===== config.mk =====
export PLATFORM = sky130hd
export DESIGN_NAME = reg_move_sequencer_flat
export DESIGN_NICKNAME = d
export VERILOG_FILES = /design/src/rtl/reg_move_sequencer_if.sv /design/src/rtl/reg_move_sequencer.sv /design/src/flat_wrapper.sv
export SDC_FILE = /design/constraint.sdc
export NUM_CORES = 1
export LEC_CHECK = 0
export CAP_MARGIN = 20
export CORE_ASPECT_RATIO = 0.8
export CORE_UTILIZATION = 45
export DETAILED_ROUTE_END_ITERATION = 16
export HOLD_SLACK_MARGIN = 0.05
export PLACE_DENSITY = 0.76
export SETUP_SLACK_MARGIN = 0.3
export SLEW_MARGIN = 20
export SYNTH_ARGS = -nofsm -noshare
export SYNTH_HDL_FRONTEND = slang
export SYNTH_SLANG_ARGS = --single-unit

===== constraint.sdc =====
create_clock -name clk -period 2.3 [get_ports clk]
set_input_delay 0.46 -clock clk [delete_from_list [all_inputs] [get_ports clk]]
set_output_delay 0.46 -clock clk [all_outputs]
set_load 0.005 [all_outputs]

===== src/rtl/reg_move_sequencer_if.sv =====
// rtl/reg_move_sequencer_if.sv - start/busy/done handshake and Ctrl_Bus select/load lines of the move sequencer
interface reg_move_sequencer_if;
    logic       start;
    logic [3:0] src;
    logic [3:0] dst;
    logic [7:0] sel;
    logic [9:0] ld;
    logic       busy;
    logic       done;
    logic       err;

    modport master (
        output start, src, dst,
        input  sel, ld, busy, done, err
    );

    modport slave (
        input  start, src, dst,
        output sel, ld, busy, done, err
    );
endinterface


===== src/rtl/reg_move_sequencer.sv =====
// rtl/reg_move_sequencer.sv - one MOV8 register-to-register move with settle/load/hold bracketing
module reg_move_sequencer #(
    parameter int SEL_SETUP = 2,
    parameter int LD_WIDTH  = 2,
    parameter int SEL_HOLD  = 1
) (
    input  logic                clk,
    input  logic                rst_n,
    reg_move_sequencer_if.slave bus
);
    localparam logic [2:0] ST_IDLE  = 3'd0;
    localparam logic [2:0] ST_SETUP = 3'd1;
    localparam logic [2:0] ST_LOAD  = 3'd2;
    localparam logic [2:0] ST_HOLD  = 3'd3;
    localparam logic [2:0] ST_DONE  = 3'd4;

    localparam logic [3:0] SETUP_M1 = 4'(SEL_SETUP - 1);
    localparam logic [3:0] LD_M1    = 4'(LD_WIDTH - 1);
    localparam logic [3:0] HOLD_M1  = 4'(SEL_HOLD - 1);

    logic [2:0] r_state;
    logic [3:0] r_cnt;
    logic [3:0] r_src;
    logic [3:0] r_dst;
    logic       r_bad;
    logic [7:0] r_sel;
    logic [9:0] r_ld;
    logic       r_busy;
    logic       r_done;
    logic       r_err;

    logic [2:0] w_state_nxt;
    logic [3:0] w_cnt_nxt;
    logic [3:0] w_src_nxt;
    logic [3:0] w_dst_nxt;
    logic       w_bad_nxt;
    logic [7:0] w_sel_nxt;
    logic [9:0] w_ld_nxt;
    logic       w_busy_nxt;
    logic       w_done_nxt;
    logic       w_err_nxt;
    logic       w_drive_nxt;

    always_comb begin
        w_state_nxt = r_state;
        w_cnt_nxt   = r_cnt;
        w_src_nxt   = r_src;
        w_dst_nxt   = r_dst;
        w_bad_nxt   = r_bad;
        case (r_state)
            ST_IDLE: begin
                if (bus.start) begin
                    w_src_nxt = bus.src;
                    w_dst_nxt = bus.dst;
                    w_bad_nxt = (bus.src > 4'd7) || (bus.dst > 4'd9);
                    if (w_bad_nxt) begin
                        w_state_nxt = ST_DONE;
                    end else begin
                        w_state_nxt = ST_SETUP;
                        w_cnt_nxt   = SETUP_M1;
                    end
                end
            end
            ST_SETUP: begin
                if (r_cnt == 4'd0) begin
                    w_state_nxt = ST_LOAD;
                    w_cnt_nxt   = LD_M1;
                end else begin
                    w_cnt_nxt = r_cnt - 4'd1;
                end
            end
            ST_LOAD: begin
                if (r_cnt == 4'd0) begin
                    w_state_nxt = ST_HOLD;
                    w_cnt_nxt   = HOLD_M1;
                end else begin
                    w_cnt_nxt = r_cnt - 4'd1;
                end
            end
            ST_HOLD: begin
                if (r_cnt == 4'd0) begin
                    w_state_nxt = ST_DONE;
                end else begin
                    w_cnt_nxt = r_cnt - 4'd1;
                end
            end
            ST_DONE: w_state_nxt = ST_IDLE;
            default: w_state_nxt = ST_IDLE;
        endcase
    end

    // Strobes are decoded from the next state so they register on the same edge the state moves;
    // an illegal request never enters SETUP/LOAD/HOLD, so no strobe sees an out-of-range code.
    always_comb begin
        w_drive_nxt = (w_state_nxt == ST_SETUP) || (w_state_nxt == ST_LOAD) || (w_state_nxt == ST_HOLD);
        w_sel_nxt   = w_drive_nxt ? (8'd1 << w_src_nxt[2:0]) : 8'd0;
        w_ld_nxt    = (w_state_nxt == ST_LOAD) ? (10'd1 << w_dst_nxt) : 10'd0;
        w_busy_nxt  = w_drive_nxt;
        w_done_nxt  = (w_state_nxt == ST_DONE);
        w_err_nxt   = w_done_nxt && w_bad_nxt;
    end

    always_ff @(posedge clk or negedge rst_n) begin
        if (!rst_n) begin
            r_state <= ST_IDLE;
            r_cnt   <= 4'd0;
            r_src   <= 4'd0;
            r_dst   <= 4'd0;
            r_bad   <= 1'b0;
            r_sel   <= 8'd0;
            r_ld    <= 10'd0;
            r_busy  <= 1'b0;
            r_done  <= 1'b0;
            r_err   <= 1'b0;
        end else begin
            r_state <= w_state_nxt;
            r_cnt   <= w_cnt_nxt;
            r_src   <= w_src_nxt;
            r_dst   <= w_dst_nxt;
            r_bad   <= w_bad_nxt;
            r_sel   <= w_sel_nxt;
            r_ld    <= w_ld_nxt;
            r_busy  <= w_busy_nxt;
            r_done  <= w_done_nxt;
            r_err   <= w_err_nxt;
        end
    end

    assign bus.sel  = r_sel;
    assign bus.ld   = r_ld;
    assign bus.busy = r_busy;
    assign bus.done = r_done;
    assign bus.err  = r_err;
endmodule


===== src/flat_wrapper.sv =====
// flat-port wrapper written by rule: the top's interface ports become plain ports
module reg_move_sequencer_flat 
#(
    parameter int SEL_SETUP = 2,
    parameter int LD_WIDTH  = 2,
    parameter int SEL_HOLD  = 1
)
  (clk, rst_n, bus_start, bus_src, bus_dst, bus_sel, bus_ld, bus_busy, bus_done, bus_err);
  reg_move_sequencer_if bus_i ();
  input  logic clk;
  input  logic rst_n;
  input wire logic [$bits(bus_i.start)-1:0] bus_start;
  input wire logic [$bits(bus_i.src)-1:0] bus_src;
  input wire logic [$bits(bus_i.dst)-1:0] bus_dst;
  output wire logic [$bits(bus_i.sel)-1:0] bus_sel;
  output wire logic [$bits(bus_i.ld)-1:0] bus_ld;
  output wire logic [$bits(bus_i.busy)-1:0] bus_busy;
  output wire logic [$bits(bus_i.done)-1:0] bus_done;
  output wire logic [$bits(bus_i.err)-1:0] bus_err;
  assign bus_i.start = bus_start;
  assign bus_i.src = bus_src;
  assign bus_i.dst = bus_dst;
  assign bus_sel = bus_i.sel;
  assign bus_ld = bus_i.ld;
  assign bus_busy = bus_i.busy;
  assign bus_done = bus_i.done;
  assign bus_err = bus_i.err;
  reg_move_sequencer #(.SEL_SETUP(SEL_SETUP), .LD_WIDTH(LD_WIDTH), .SEL_HOLD(SEL_HOLD)) u_core (.clk(clk), .rst_n(rst_n), .bus(bus_i));
endmodule

# Word-level counts from Yosys, hierarchy flattened
# Cells that the tools add are included.
# op_classes
n_addsub,1
n_lt_le_gt_ge,2
eq_ne,10
shifts,2
mux,20
reduce_logical,8
# ops
cell,count
$mux W4,7
$mux W3,7
$pmux W4 S4,1
$eq A3 B2 Y1 const B,4
$pmux W3 S4,1
$mux W10,1
$shl A1 B4 Y10 const A,1
$mux W8,1
$shl A1 B3 Y8 const A,1
$eq A3 B1 Y1 const B,2
$ne A2 B2 Y1 const B,3
$gt A4 B3 Y1 const B,1
$gt A4 B4 Y1 const B,1
$logic_not A4 Y1,1
$reduce_and A4 Y1,1
$reduce_bool A4 Y1,1
$sub A4 B1 Y4 const B,1
$eq A3 B3 Y1 const B,1
$logic_not A3 Y1,1
$logic_or A1 B1 Y1,3
$mux W1,2
$logic_and A1 B1 Y1,1
# word_totals
register_bits,36
elab_cells,53

# Logic depth before layout (Yosys ltp)
# Gate-level depths: netlist (run 1).
# depth
depth_word,9
depth_mapped,7
ltp_nobuf,6

# Worst setup path before layout (run 1)
# OpenSTA, ideal clock, no wires.
# synth_path
path_kind,flip-flop to flip-flop
from,reg u_core.r_state[2]
to,"reg u_core.r_sel[1], in the netlist u_core.bus.sel[1]"
setup_ns,0.122
t_arrival_ns,1.501
t_required_ns,2.178
setup_slack_ns,0.677
stages_incl_launch_ff,8
n_path_buf,2
synth_period_minus_slack_ns,1.623
cell_sequence,dfrtp_1 buf_6 nor4b_4 buf_6 mux2i_1 clkinv_1 nand2_1 nor2_1
# synth_between
elab_cells_between_ends,17
# synth_lines
element,line,source
start: declaration,reg_move_sequencer.sv:21,logic [2:0] r_state;
start signal: assignment,reg_move_sequencer.sv:116,r_state <= w_state_nxt;
$logic_not A3 Y1,reg_move_sequencer.sv:50,case (r_state)
$mux W3,reg_move_sequencer.sv:50,
net u_core.w_src_nxt[0],reg_move_sequencer.sv:34,logic [3:0] w_src_nxt;
$shl A1 B3 Y8,reg_move_sequencer.sv:96,w_sel_nxt = w_drive_nxt ? (8'd1 << w_src_nxt[2:0]) : 8'd0;
$mux W8,reg_move_sequencer.sv:96,
net u_core.w_sel_nxt[1],reg_move_sequencer.sv:37,logic [7:0] w_sel_nxt;
end signal: assignment,reg_move_sequencer.sv:121,r_sel <= w_sel_nxt;
end: declaration,reg_move_sequencer.sv:26,logic [7:0] r_sel;
# The timed path passes the listed nets, and every way through them passes these cells.
# A chain may end at the register's enable or synchronous reset.

# Worst setup path after layout (run 1)
# layout_path
from,in bus_start
to,"reg u_core.r_sel[1], in the netlist u_core.bus.sel[1]"
# layout_between
elab_cells_between_ends,11
# layout_lines
element,line,source
start: declaration,flat_wrapper.sv:12,input wire logic [$bits(bus_i.start)-1:0] bus_start;
$mux W3,reg_move_sequencer.sv:52,if (bus.start) begin
$mux W3,reg_move_sequencer.sv:50,
net u_core.w_src_nxt[0],reg_move_sequencer.sv:34,
$shl A1 B3 Y8,reg_move_sequencer.sv:96,
$mux W8,reg_move_sequencer.sv:96,
net u_core.w_sel_nxt[1],reg_move_sequencer.sv:37,
# The timed path passes the listed nets, and every way through them passes these cells.

==> results of run 1 <==
==> synthesized netlist by cell type (2+ instances only) <==
library cell | n | area (um2)
nand2_1 | 6 | 22.5
buf_6 | 2 | 22.5
mux2_2 | 5 | 56.3
o211ai_2 | 2 | 25.0
nor3b_1 | 5 | 37.5
inv_1 | 8 | 30.0
o211ai_1 | 3 | 22.5
nor3b_2 | 2 | 25.0
nand2b_1 | 2 | 12.5
nor3_1 | 2 | 10.0
buf_2 | 2 | 10.0
a21oi_1 | 6 | 30.0
and3b_1 | 2 | 17.5
dfrtp_1 | 36 | 901
a21o_1 | 3 | 22.5
nor2_1 | 24 | 90.1
or3_1 | 2 | 12.5
a31oi_1 | 6 | 37.5
mux2i_1 | 2 | 20.0
o31ai_1 | 2 | 15.0
o21a_1 | 2 | 15.0
==> metrics by stage <==
step	utilization	power [uW]	std cells	setup slack, ns
6_report	0.633	2400	217	0.477
5_1_grt	0.633	2570	217	0.380
4_1_cts	0.633	2410	217	0.480
3_5_place_dp	0.598	1850	209	0.180
3_3_place_gp	0.598	1830	209	0.211
2_1_floorplan	-	1580	140	0.677
==> final timing paths <==
check	start	end	slack, ns
worst max-delay path	bus_start	u_core.bus.sel[1]$_DFF_PN0_	0.48
worst min register to register	u_core.r_cnt[0]$_DFFE_PN0P_	u_core.r_cnt[0]$_DFFE_PN0P_	0.49
worst max register to register	u_core.r_state[2]$_DFF_PN0_	u_core.bus.sel[1]$_DFF_PN0_	0.55
max in group asynchronous	rst_n	u_core.bus.sel[1]$_DFF_PN0_	1.42
min in group asynchronous	rst_n	u_core.r_state[0]$_DFF_PN0_	0.57
worst min-delay path	u_core.r_cnt[0]$_DFFE_PN0P_	u_core.r_cnt[0]$_DFFE_PN0P_	0.49
==> worst max-delay path: stages <==
cell             delay [ns]
clkdlybuf4s50_1        0.51
nor4b_4                0.27
buf_4                  0.18
mux2i_1                0.28
clkinv_1               0.15
nand2_1                0.11
nor2_1                 0.04
==> cells in the final DEF, fill, tap and decap left out, types with 3 or more instances in the layout <==
master,instances
a21oi_1,6
clkbuf_8,5
dfrtp_1,36
clkdlybuf4s50_1,31
nand2_1,6
a21o_1,3
nor3b_1,5
inv_1,8
o211ai_1,3
a31oi_1,6
mux2_2,5
nor2_1,24
buf_4,3
==> registers in the layout, indices dropped and copies added (netlist names) <==
register,flops
u_core.r_cnt,4
u_core.r_state,3
u_core.bus.sel,8
u_core.bus.err,1
u_core.bus.busy,1
u_core.bus.done,1
u_core.r_src,3
u_core.r_dst,4
u_core.bus.ld,10
u_core.r_bad,1
==> power breakdown <==
part / internal, uW / switching [uW]
clock network: 320 / 225
logic: 441 / 442
registers: 820 / 151
total: 1580 / 818
==> final cells by class <==
cell class	instances	area, um2	share of cell area
Clock inverter	3	42.5	0.0210
Timing Repair Buffer	34	333	0.164
Inverter	10	37.5	0.0185
Sequential cell	36	901	0.445
Clock buffer	5	68.8	0.0340
Tap cell	40	50.0	0.0247
Multi-Input combinational cell	89	592	0.292
==> metal layers <==
metal | part of all wire | track usage | vias to the layer above
met3 | 0.066 | 0.0646 | 7
met1 | 0.48 | 0.231 | 511
li1 | - | - | 557
met4 | 0.021 | 0.0938 | 0
met5 | 0 | 0 | -
met2 | 0.43 | 0.247 | 40
==> cells by family after synthesis <==
logic type               after synthesis
AO/OA/AOI/OAI                         28
flip-flops                            36
buffers and inverters                 15
multiplexers                           7
AND/OR/NAND/NOR                       52
adder cells (fa/ha/maj)                1
XOR/XNOR                               1
==> impl_metrics.py, run 1 <==
metrics = {
    "synth": {
        "synthAdderAreaFrac": 0.00797,
        "synth_compound_area_frac": 0.125,
        "synth.area.mux_share": 0.0486,
        "synth_top_family_by_area": "simple AND/OR/NAND/NOR gates",
        "async_reset_ff_frac": 1.00,
        "postSynthAreaPerCell_um2": 11.2,
        "yosysSeqAreaShare": 0.574,
        "synthXorXnorAreaFrac": 0.00558,
        "synth_flop_cell": "dfrtp_1",
        "syn_area_um2": 1570,
        "yosysUniqueCellTypes": 37,
        "syn_inst": 140,
        "synth_fp_nets": 152,
        "synth_seq_cells": 36,
        "synth_edf_count": 0,
        "synth-simple-area-share": 0.190,
        "ys_warn_count": 0,
    },
    "sta": {
        "drv_slew": 0,
        "hold_viol": 0,
        "fmax_ghz": 0.549,
        "period_share": 0.792,
        "min_period_ns": 1.82,
        "worstMarginPinSlew_ns": 0.437,
        "fin_setup_tns_ns": 0,
        "fin_worst_skew_ns": 0.00680,
        "rsz0062_at_grt": "no",
        "whs_ns": 0.492,
        "slew_headroom": 0.701,
        "setup_violations": 0,
    },
    "power": {
        "leakage_uw": 0.000901,
        "peakVddDrop_uv": 729,
        "power.density_nw_per_um2": 1180,
    },
    "route": {
        "route.detailed.drc": 0,
        "drt_iter0_drc": 64,
        "drtAntennaViolNets": 0,
        "dr.pass1.iters": 4,
        "drt_wl_total_um": 2800,
        "avgViaCountPerCell": 5.14,
        "post_drt_wl_per_cell_um": 12.9,
        "num_vias": 1115,
    },
    "grt": {
        "grt_pass1_vias": 1006,
        "grt-ovfl-total": 0,
        "grt_max_degree": 37,
        "grt_pass1_wl_um": 4510,
        "grt_antenna_before_repair": 0,
        "grtUsageTotal": 0.174,
    },
    "clocking": {
        "clk_latency_ns": 0.29,
        "cts_hold_buf": 0,
        "post_cts_buffers": 0,
        "cts_root_buf": "clkbuf_8",
        "cts.clk_slew.worst_paths_ns": 0.06,
        "clock-sinks": 36,
        "cts-resized-gates": 0,
        "h-tree-depth": 2,
        "numCtsBuffers": 5,
        "cts_tree": "yes",
        "clock_path_buffers": 2,
    },
    "setup_path": {
        "cp-start-kind": "input pin",
        "crit_path_end_kind": "flop",
        "reg2regPathDepth": 6,
        "cp.required_ns": 2.47,
        "crit_type": "in -> reg",
        "worst_ep_arrival_time_ns": 1.99,
        "path_max_fanout": 3,
    },
    "finish": {
        "design_area_um2": 2020,
        "area_growth_pct": 28.9,
        "layout-drive-gt1-share": 0.130,
        "n_antenna_cell": 0,
        "final_nets": 188,
        "fill_cells": 257,
    },
    "status": {
        "status": "finished, final reports clean",
    },
    "die": {
        "die_y_um": 54.8,
        "die-area_um2": 3730,
        "coreArea_um2": 3200,
        "die_x_um": 68.0,
        "io_pins": 32,
        "initial_core_util": 0.491,
        "num_rows": 18,
    },
    "flow_run": {
        "cap_violations": 0,
    },
    "placement": {
        "gp_congestion": 0.856,
        "place_hpwl_um": 1930,
        "numPortBuffers": 31,
        "post_dp_cell_area_um2": 1910,
    },
    "hold_path": {
        "hold_depth": 1,
        "hold_class": "reg -> reg",
    },
}
(Power assumes the default switching activity.)
==> inputs of run 2 (changes only) <==
- PLACE_DENSITY: 0.76 -> 0.79
- clock period: 2.3 -> 1.6 ns (I/O delays scaled with it)
==> run 2 against run 1 <==
  * The flow now finishes with violations (negative setup slack)
  * Hold slack worse by 0.098 ns
  * Worst setup slack worse by 0.52 ns
  * Clock power up 45%
  * Core utilization up 16 points
  * Combinational power rose to 2.7 times the previous value
  * Via count up 19%
  * Total power up 90%
  * Cell count up 13%
  * Clock skew up 0.0030 ns
  * Critical path type is now reg -> reg
==> impl_metrics.py, run 2 (synthesis results as in run 1) <==
metrics = {
    "clocking": {
        "h-tree-depth": 2,
        "cts.clk_slew.worst_paths_ns": 0.08,
        "cts_hold_buf": 0,
        "clock-sinks": 36,
        "numCtsBuffers": 5,
        "clock_path_buffers": 2,
        "cts_root_buf": "clkbuf_8",
        "cts_tree": "yes",
        "clk_latency_ns": 0.30,
    },
    "setup_path": {
        "crit_path_end_kind": "flop",
        "path_delay_family": "simple AND/OR/NAND/NOR gates",
        "crit_slowest_cell": "dfrtp_1",
        "cp.buffers_inverters": 1,
        "crit_type": "reg -> reg",
        "path_max_fanout": 4,
        "cpPeakStageDelay_ns": 0.43,
        "path_cells": "nor4b_4 > buf_4 > mux2_4 > nand3b_1 > nor2_1",
        "cp-start-kind": "flop",
        "worst_ep_arrival_time_ns": 1.86,
        "cp.required_ns": 1.82,
    },
    "die": {
        "die-area_um2": 3730,
        "die_x_um": 68.0,
        "coreArea_um2": 3200,
        "die_y_um": 54.8,
        "num_rows": 18,
        "io_pins": 32,
        "initial_core_util": 0.491,
    },
    "sta": {
        "fin_worst_skew_ns": 0.00977,
        "setup_violations": 6,
        "worstMarginPinSlew_ns": 0.426,
        "fin_setup_tns_ns": -0.0978,
        "whs_ns": 0.394,
        "hold_viol": 0,
        "worst_slack_ns": -0.0383,
        "min_period_ns": 1.64,
        "rsz0062_at_grt": "yes",
        "slew_headroom": 0.715,
        "period_share": 1.02,
        "fmax_ghz": 0.610,
        "drv_slew": 0,
    },
    "grt": {
        "grt-ovfl-total": 0,
        "grt_max_degree": 37,
        "grt_pass1_vias": 1255,
        "grtUsageTotal": 0.234,
        "grt_antenna_before_repair": 0,
        "grt_pass1_wl_um": 5940,
    },
    "status": {
        "status": "finished, violations left",
        "violations": "negative setup slack",
    },
    "power": {
        "power.density_nw_per_um2": 1800,
        "leakage_uw": 0.00120,
        "p_total_uw": 4550,
        "peakVddDrop_uv": 1440,
    },
    "placement": {
        "gp_congestion": 0.898,
        "place_hpwl_um": 2430,
        "numPortBuffers": 31,
        "dp_cells": 227,
        "post_dp_cell_area_um2": 2080,
    },
    "finish": {
        "final_cells": 246,
        "fill_cells": 197,
        "largest_reg_flops": 10,
        "design_area_um2": 2520,
        "n_antenna_cell": 0,
        "layout-drive-gt1-share": 0.417,
        "layout_commonest_cell": "dfrtp_1",
        "layout_common_cells": "36 x dfrtp_1, 22 x dlygate4sd2_1, 19 x buf_4",
        "area_growth_pct": 60.8,
        "final_nets": 217,
    },
    "route": {
        "drtAntennaViolNets": 0,
        "post_drt_wl_per_cell_um": 16.0,
        "route.detailed.drc": 0,
        "avgViaCountPerCell": 5.37,
        "drt_iter0_drc": 46,
        "drt_wl_total_um": 3940,
        "num_vias": 1322,
        "dr.pass1.iters": 5,
    },
    "flow_run": {
        "cap_violations": 0,
    },
    "hold_path": {
        "hold_class": "in -> async",
    },
}
run 2: worst register-to-register path, stage by stage, from the launching register on:
cell and delay, ns:
dfrtp_1 0.43, nor4b_4 0.26, buf_4 0.18, mux2_4 0.30, nand3b_1 0.23, nor2_1 0.16
run 2: area by class of cell:
type | instances | area, um2 | share of cell area
sequential | 36 | 901 | 0.357
multi-input combinational | 89 | 846 | 0.335
timing repair buffer | 63 | 581 | 0.230
clock buffer | 6 | 72.6 | 0.0287
tap | 40 | 50.0 | 0.0198
inverter | 10 | 40.0 | 0.0159
clock inverter | 2 | 35.0 | 0.0139
run 2: layer usage:
layer  vias to the layer above  wire [um]  part of all wire  GRT usage
met2                        44       1980              0.50      0.389
met4                         0        128             0.033      0.128
li1                        620          -                 -          -
met3                        11        203             0.052     0.0604
met5                         -          0                 0          0
met1                       647       1630              0.41      0.280
run 2: metrics by stage:
stage,setup slack (ns),utilization
global placement,-0.298,0.650
finish,-0.0383,0.790
floorplan,0.0188,-
CTS,0.000451,0.746
global route,-0.108,0.790
detailed placement,-0.416,0.650
run 2: worst paths after layout:
path                                             start                     endpoint  slack (ns)  cells after the start
max in group asynchronous                        rst_n    u_core.r_dst[1]$_DFF_PN0_        1.02                      2
max                        u_core.r_state[0]$_DFF_PN0_  u_core.bus.sel[1]$_DFF_PN0_       -0.04                      5
min reg2reg                  u_core.r_src[2]$_DFF_PN0_    u_core.r_src[2]$_DFF_PN0_        0.58                      2
min                                              rst_n    u_core.r_src[0]$_DFF_PN0_        0.39                      2
max reg2reg                u_core.r_state[0]$_DFF_PN0_  u_core.bus.sel[1]$_DFF_PN0_       -0.04                      5
min in group clk             u_core.r_src[2]$_DFF_PN0_    u_core.r_src[2]$_DFF_PN0_        0.58                      2
run 2: what timing repair did:
action | 4_1_cts | 5_1_grt
setup endpoints to repair | 56 | 36
pin swaps | 17 | 8
cloned | 3 | 0
resized for setup | 57 | 29
buffers inserted | 8 | 0
run 2: report_power, final:
group | total (uW) | switching [uW] | internal [uW]
registers | 1390 | 205 | 1180
logic | 2380 | 1160 | 1220
clock network | 790 | 328 | 462
total | 4550 | 1690 | 2860
